$ cat src/rtl/regs_writeback_pkg.sv
// Shared definitions for the register write-back block: FSM encodings,
// the fixed bus count and the group-index width helper.
package regs_writeback_pkg;

    // Number of result buses; fixed by the r0..r3 port list.
    localparam int OUTPUTS = 4;

    // FSM state encodings.
    localparam logic [0:0] ST_IDLE  = 1'b0;
    localparam logic [0:0] ST_WRITE = 1'b1;

    // Width of a group index: one group is the set of registers one bus lane-set covers.
    function automatic int grp_width(input int regs_inputs, input int outputs_per_bus);
        return $clog2(regs_inputs / outputs_per_bus);
    endfunction

endpackage

$ cat src/rtl/regs_writeback_if.sv
// Write-back bus between the input selector and the register bank:
// selected result buses and their destinations in, bank image and status out.
interface regs_writeback_if #(
    parameter int DATA_WIDTH      = 4,
    parameter int REGS_INPUTS     = 64,
    parameter int OUTPUTS_PER_BUS = 4
);
    localparam int OUTPUTS = regs_writeback_pkg::OUTPUTS;
    localparam int GRP_W   = regs_writeback_pkg::grp_width(REGS_INPUTS, OUTPUTS_PER_BUS);
    localparam int BUS_W   = DATA_WIDTH * OUTPUTS_PER_BUS;

    logic                            wValid;
    logic [BUS_W-1:0]                r0;
    logic [BUS_W-1:0]                r1;
    logic [BUS_W-1:0]                r2;
    logic [BUS_W-1:0]                r3;
    logic [OUTPUTS*GRP_W-1:0]        wDest;
    logic [OUTPUTS-1:0]              wWrEn;
    logic                            wClear;
    logic                            wBusy;
    logic                            wDone;
    logic [REGS_INPUTS*DATA_WIDTH-1:0] wRegs;

    // Producer side (selector / testbench).
    modport master (
        output wValid, r0, r1, r2, r3, wDest, wWrEn, wClear,
        input  wBusy, wDone, wRegs
    );

    // Write-back block side.
    modport slave (
        input  wValid, r0, r1, r2, r3, wDest, wWrEn, wClear,
        output wBusy, wDone, wRegs
    );

endinterface

$ cat src/rtl/regs_bank.sv
// Register bank with a single group-wide write port and a synchronous
// whole-bank clear. The bank is exported flat.
module regs_bank
    import regs_writeback_pkg::*;
#(
    parameter int DATA_WIDTH      = 4,
    parameter int REGS_INPUTS     = 64,
    parameter int OUTPUTS_PER_BUS = 4
) (
    input  logic                                clk,
    input  logic                                reset,
    input  logic                                wr_en,
    input  logic [grp_width(REGS_INPUTS, OUTPUTS_PER_BUS)-1:0] wr_grp,
    input  logic [DATA_WIDTH*OUTPUTS_PER_BUS-1:0] wr_data,
    input  logic                                clear,
    output logic [REGS_INPUTS*DATA_WIDTH-1:0]   regs
);

    localparam int BUS_W = DATA_WIDTH * OUTPUTS_PER_BUS;

    logic [REGS_INPUTS*DATA_WIDTH-1:0] bank;

    // Bank storage: clear beats write; one group of OUTPUTS_PER_BUS registers per write.
    // NOTE: the bank sits on the async reset because its contents are architecturally
    // visible on wRegs right after reset; a RAM-style array without reset would leak X.
    always_ff @(posedge clk or posedge reset) begin
        if (reset) begin
            bank <= '0;
        end else if (clear) begin
            bank <= '0;
        end else if (wr_en) begin
            bank[int'(wr_grp)*BUS_W +: BUS_W] <= wr_data;
        end
    end

    assign regs = bank;

endmodule

$ cat src/rtl/regs_writeback.sv
// Write-back sequencer: captures the four result buses on an accepted wValid,
// then drains them into the bank one bus per cycle (bus 0 first), skipping
// disabled buses but still spending their slot. wClear wipes the bank and
// aborts any sequence in flight.
module regs_writeback
    import regs_writeback_pkg::*;
#(
    parameter int DATA_WIDTH      = 4,
    parameter int REGS_INPUTS     = 64,
    parameter int OUTPUTS_PER_BUS = 4
) (
    input  logic             clk,
    input  logic             reset,
    regs_writeback_if.slave  bus
);

    localparam int GRP_W = grp_width(REGS_INPUTS, OUTPUTS_PER_BUS);
    localparam int BUS_W = DATA_WIDTH * OUTPUTS_PER_BUS;
    localparam int PTR_W = $clog2(OUTPUTS);
    localparam logic [PTR_W-1:0] LAST_PTR = PTR_W'(OUTPUTS - 1);

    logic [0:0]               state;
    logic [PTR_W-1:0]         ptr;
    logic [BUS_W-1:0]         held_bus [OUTPUTS];
    logic [OUTPUTS*GRP_W-1:0] held_dest;
    logic [OUTPUTS-1:0]       held_en;
    logic                     done;

    logic                     accept;
    logic                     wr_en;
    logic [GRP_W-1:0]         wr_grp;
    logic [BUS_W-1:0]         wr_data;

    // A new sequence starts only from IDLE; a clear in the same cycle wins and drops it.
    assign accept = (state == ST_IDLE) && bus.wValid && !bus.wClear;

    // FSM, bus pointer and holding registers; held data is frozen while writing.
    // NOTE: every register here uses <= so all of them see the pre-edge values of
    // state/ptr; blocking assignments would let later lines observe updated state.
    always_ff @(posedge clk or posedge reset) begin
        if (reset) begin
            state     <= ST_IDLE;
            ptr       <= '0;
            held_dest <= '0;
            held_en   <= '0;
            done      <= 1'b0;
            for (int i = 0; i < OUTPUTS; i++) begin
                held_bus[i] <= '0;
            end
        end else begin
            done <= 1'b0;
            case (state)
                ST_IDLE: begin
                    if (accept) begin
                        held_bus[0] <= bus.r0;
                        held_bus[1] <= bus.r1;
                        held_bus[2] <= bus.r2;
                        held_bus[3] <= bus.r3;
                        held_dest   <= bus.wDest;
                        held_en     <= bus.wWrEn;
                        ptr         <= '0;
                        state       <= ST_WRITE;
                    end
                end
                ST_WRITE: begin
                    if (bus.wClear) begin
                        // Abort: back to IDLE silently, no completion pulse.
                        ptr   <= '0;
                        state <= ST_IDLE;
                    end else begin
                        ptr <= ptr + 1'b1;
                        if (ptr == LAST_PTR) begin
                            state <= ST_IDLE;
                            done  <= 1'b1;
                        end
                    end
                end
                default: begin
                    state <= ST_IDLE;
                end
            endcase
        end
    end

    // Bus mux: select the held bus, its group and its enable for the current slot.
    // NOTE: each output gets a default before any conditional logic so no path
    // leaves a value unassigned, which would otherwise infer a latch.
    always_comb begin
        wr_en   = 1'b0;
        wr_grp  = '0;
        wr_data = '0;
        if (state == ST_WRITE) begin
            wr_en   = held_en[ptr] && !bus.wClear;
            wr_grp  = held_dest[ptr*GRP_W +: GRP_W];
            wr_data = held_bus[ptr];
        end
    end

    regs_bank #(
        .DATA_WIDTH      (DATA_WIDTH),
        .REGS_INPUTS     (REGS_INPUTS),
        .OUTPUTS_PER_BUS (OUTPUTS_PER_BUS)
    ) u_bank (
        .clk     (clk),
        .reset   (reset),
        .wr_en   (wr_en),
        .wr_grp  (wr_grp),
        .wr_data (wr_data),
        .clear   (bus.wClear),
        .regs    (bus.wRegs)
    );

    // Busy is a pure decode of the state register, so it is glitch-free and registered.
    assign bus.wBusy = (state == ST_WRITE);
    assign bus.wDone = done;

endmodule

$ cat src/flat_wrapper.sv
// flat-port wrapper written by rule: the top's interface ports become plain ports
module regs_writeback_flat import regs_writeback_pkg::*;
#(
    parameter int DATA_WIDTH      = 4,
    parameter int REGS_INPUTS     = 64,
    parameter int OUTPUTS_PER_BUS = 4
)
  (clk, reset, bus_wValid, bus_r0, bus_r1, bus_r2, bus_r3, bus_wDest, bus_wWrEn, bus_wClear, bus_wBusy, bus_wDone, bus_wRegs);
  regs_writeback_if #(.DATA_WIDTH(DATA_WIDTH), .REGS_INPUTS(REGS_INPUTS), .OUTPUTS_PER_BUS(OUTPUTS_PER_BUS)) bus_i ();
  input  logic clk;
  input  logic reset;
  input wire logic [$bits(bus_i.wValid)-1:0] bus_wValid;
  input wire logic [$bits(bus_i.r0)-1:0] bus_r0;
  input wire logic [$bits(bus_i.r1)-1:0] bus_r1;
  input wire logic [$bits(bus_i.r2)-1:0] bus_r2;
  input wire logic [$bits(bus_i.r3)-1:0] bus_r3;
  input wire logic [$bits(bus_i.wDest)-1:0] bus_wDest;
  input wire logic [$bits(bus_i.wWrEn)-1:0] bus_wWrEn;
  input wire logic [$bits(bus_i.wClear)-1:0] bus_wClear;
  output wire logic [$bits(bus_i.wBusy)-1:0] bus_wBusy;
  output wire logic [$bits(bus_i.wDone)-1:0] bus_wDone;
  output wire logic [$bits(bus_i.wRegs)-1:0] bus_wRegs;
  assign bus_i.wValid = bus_wValid;
  assign bus_i.r0 = bus_r0;
  assign bus_i.r1 = bus_r1;
  assign bus_i.r2 = bus_r2;
  assign bus_i.r3 = bus_r3;
  assign bus_i.wDest = bus_wDest;
  assign bus_i.wWrEn = bus_wWrEn;
  assign bus_i.wClear = bus_wClear;
  assign bus_wBusy = bus_i.wBusy;
  assign bus_wDone = bus_i.wDone;
  assign bus_wRegs = bus_i.wRegs;
  regs_writeback #(.DATA_WIDTH(DATA_WIDTH), .REGS_INPUTS(REGS_INPUTS), .OUTPUTS_PER_BUS(OUTPUTS_PER_BUS)) u_core (.clk(clk), .reset(reset), .bus(bus_i));
endmodule
$ cat config.mk
export PLATFORM = sky130hd
export DESIGN_NAME = regs_writeback_flat
export DESIGN_NICKNAME = d
export VERILOG_FILES = /design/src/rtl/regs_writeback_pkg.sv /design/src/rtl/regs_writeback_if.sv /design/src/rtl/regs_bank.sv /design/src/rtl/regs_writeback.sv /design/src/flat_wrapper.sv
export SDC_FILE = /design/constraint.sdc
export NUM_CORES = 1
export LEC_CHECK = 0
export BUFFER_PORTS_ARGS = -buffer_cell sky130_fd_sc_hd__buf_2
export CORE_MARGIN = 2
export CORE_UTILIZATION = 49
export DETAILED_ROUTE_END_ITERATION = 7
export PLACE_DENSITY = 0.76
export SKIP_CTS_REPAIR_TIMING = 1
export SYNTH_ARGS = -nofsm -noshare
export SYNTH_HDL_FRONTEND = slang
export SYNTH_SLANG_ARGS = --single-unit
export TNS_END_PERCENT = 50
$ cat constraint.sdc
create_clock -name clk -period 10.1 [get_ports clk]
set_input_delay 0.505 -clock clk [delete_from_list [all_inputs] [get_ports clk]]
set_output_delay 0.505 -clock clk [all_outputs]
set_load 0.05 [all_outputs]
==> out/results.ini <==
[status]
status = finished clean

[clock_network]
clockBufferDepth = 3
cts.sink_count = 344
cts_buffers = 37
cts_tree = built
clk_latency_ns = 0.53
clk_pin_slew_ns = 0.06
root_buffer = clkbuf_16
clock_tree.htree_level_count = 2

[sta]
maxSlewViolCount = 0
slew_headroom_pct = 5.27
hold_viol = 0
whs_ns = 0.146
finalClockSkew_ns = 0.0217
rsz0062_at_grt = false
worst_pin_slew_ns = 1.42
final.setup.tns_ns = 0
period_share_pct = 42.7
fmax_ghz = 0.232
setup_viol = 0
final.min_clock_period_ns = 4.31

[logic_synthesis]
synth-edff-count = 0
ys_ff_latch = 344
synth_warnings = 0
syn_area_sq_mm = 0.0146
synth_nets = 1230
ys_seq_area_share_pct = 59.1
synth_ff_type = dfrtp_1
syn_inst = 1139
synthArstFlopShare_pct = 100
ys_types = 45
synth.avg_cell_area_sq_um = 12.8

[grt]
grt_overflow_total = 0
grt_pass1_wl_um = 64700
grt_max_degree = 117
grt.total_usage_pct = 27.1
grt_pass1_vias = 10700
antenna_found_initial = 6

[finish]
drive_gt1_share_pct = 37.5
final_cell_mix = 345 x buf_2, 344 x dfrtp_1, 201 x nand2_1
fill_cells = 2363
final_common_cell = buf_2
fin_nets = 1536
syn2layout_area_growth_pct = 21.7

[critical_path]
reg2reg_depth = 9
crit_arrival_ns = 4.77
ff2ff_setup_slack_ns = 5.79
cp-end-kind = flip-flop
crit_path_max_fanout = 21
crit_start = u_core.ptr[0]
r2r_start = u_core.ptr[0]
r2r-end = u_core.u_bank.regs[83]
crit_type = reg2reg
crit_required_ns = 10.56
crit_end = u_core.u_bank.regs[83]
startpoint_type = flip-flop

[die]
ioPinCount = 346
die_h_um = 176
dieWidth_um = 176
core_sq_mm = 0.0295
rows = 63
start_util_pct = 49.4
dieArea_sq_mm = 0.0311

[worst_hold_path]
hold_class = in2async

[power_and_ir_drop]
ir_worst_vdd_mv = 0.215
power.leakage_nw = 9.36
p_per_area_mw_per_mm2 = 188

[route]
dr.pass1.iters = 5
postRouteAntennaNets = 0
drc = 0
drt_iter0_markers = 897
num_vias = 10800
routed_wl_um = 42400
avgRoutedWirePerCell_um = 22.7
viasPerCell = 5.82

[placement]
dp_hpwl_um = 28400
gp_congestion = 0.854
port_buffers = 345

[flow_run]
max-cap-violations = 0

==> power by group <==
part	total [mW]	internal, mW	switching [mW]
logic	0.507	0.149	0.358
registers	1.49	1.45	0.0421
clock network	1.34	0.795	0.549
==> registers in the layout (all words and copies together), names as in the netlist <==
signal / flops
u_core.held_dest: 16
u_core.bus.wDone: 1
u_core.bus.wBusy: 1
u_core.held_bus: 64
u_core.u_bank.regs: 256
u_core.held_en: 4
u_core.ptr: 2
==> kinds of logic (layout without fill, tap and decap cells) <==
family	after synthesis	in the layout	share of synthesized area, %
muxes	254	254	20.0
xor gates and xnor gates	1	1	0.0601
DFF	344	344	59.1
AOI/OAI and AO/OA	136	136	7.84
adders and majority gates	3	3	0.258
and+or+nand+nor	300	300	9.71
other	0	1	0
buffers and inverters	101	434	3.10
==> metrics by stage <==
stage | util, % | setup WS (ns) | power (mW) | area, sq um | std cells
2_1_floorplan | - | 0.0583 | 1.83 | 14600 | 1139
3_3_place_gp | 56.1 | 5.97 | 2.00 | 16500 | 1796
3_5_place_dp | 56.1 | 5.86 | 2.02 | 16500 | 1796
4_1_cts | 60.2 | 5.85 | 3.36 | 17700 | 1862
5_1_grt | 60.2 | 5.53 | 3.46 | 17700 | 1862
6_report | 60.2 | 5.79 | 3.34 | 17700 | 1863
==> worst min path at each step <==
stage	from	end
2_1_floorplan	u_core.held_bus[16]	u_core.held_bus[16]
3_3_place_gp	u_core.u_bank.regs[105]	u_core.u_bank.regs[105]
3_5_place_dp	u_core.u_bank.regs[231]	u_core.u_bank.regs[231]
4_1_cts	reset	u_core.u_bank.regs[48]
5_1_grt	bus_wDest[3]	u_core.held_dest[3]
6_report	reset	u_core.u_bank.regs[48]
==> worst max-delay path, cell delays in order, from the launching register on <==
cell and delay [ns]:
dfrtp_1 0.49, buf_4 0.42, mux4_2 0.37, nand2_1 0.07, ha_1 0.40, and2_1 0.25, a221oi_1 0.61, a2111oi_2 0.18
a21oi_1 1.14, a22o_1 0.30
==> layout make-up <==
type	instances	area [sq um]	share of cell area [%]
flip-flops and latches	344	8610	48.5
multi-input cells	694	5540	31.2
repair buffers	363	1860	10.5
clock buffers	59	1130	6.36
well taps	390	488	2.75
clock inverters	7	90.1	0.508
inverters	5	28.8	0.162
diodes	1	2.50	0.0141
==> metal layers <==
metal / share of wire, % / up-vias / GRT usage (%)
met5: 0.12 / - / 0
met2: 47 / 488 / 42.2
met1: 42 / 5557 / 37.7
met4: 2.8 / 8 / 8.23
li1: - / 4707 / -
met3: 8.9 / 82 / 7.02
==> synth_stat cells, types with 3 or more instances <==
cell / count / area [sq um]
and2_1: 6 / 37.5
mux2_2: 87 / 980
buf_4: 4 / 30.0
a22o_1: 107 / 937
mux4_2: 21 / 473
ha_1: 3 / 37.5
inv_1: 4 / 15.0
nor4_2: 4 / 50.1
clkbuf_1: 61 / 229
nor3_1: 5 / 25.0
nand4_1: 33 / 206
nand2_1: 201 / 754
nor2b_1: 5 / 31.3
buf_1: 5 / 18.8
nor2_1: 10 / 37.5
buf_6: 4 / 45.0
dfrtp_1: 344 / 8610
a21oi_1: 15 / 75.1
nand3_1: 11 / 55.1
mux2i_1: 146 / 1460
buf_2: 22 / 110
nand3_2: 4 / 40.0
nor4_1: 6 / 37.5
Note: power is estimated with default switching activity, not from simulation.
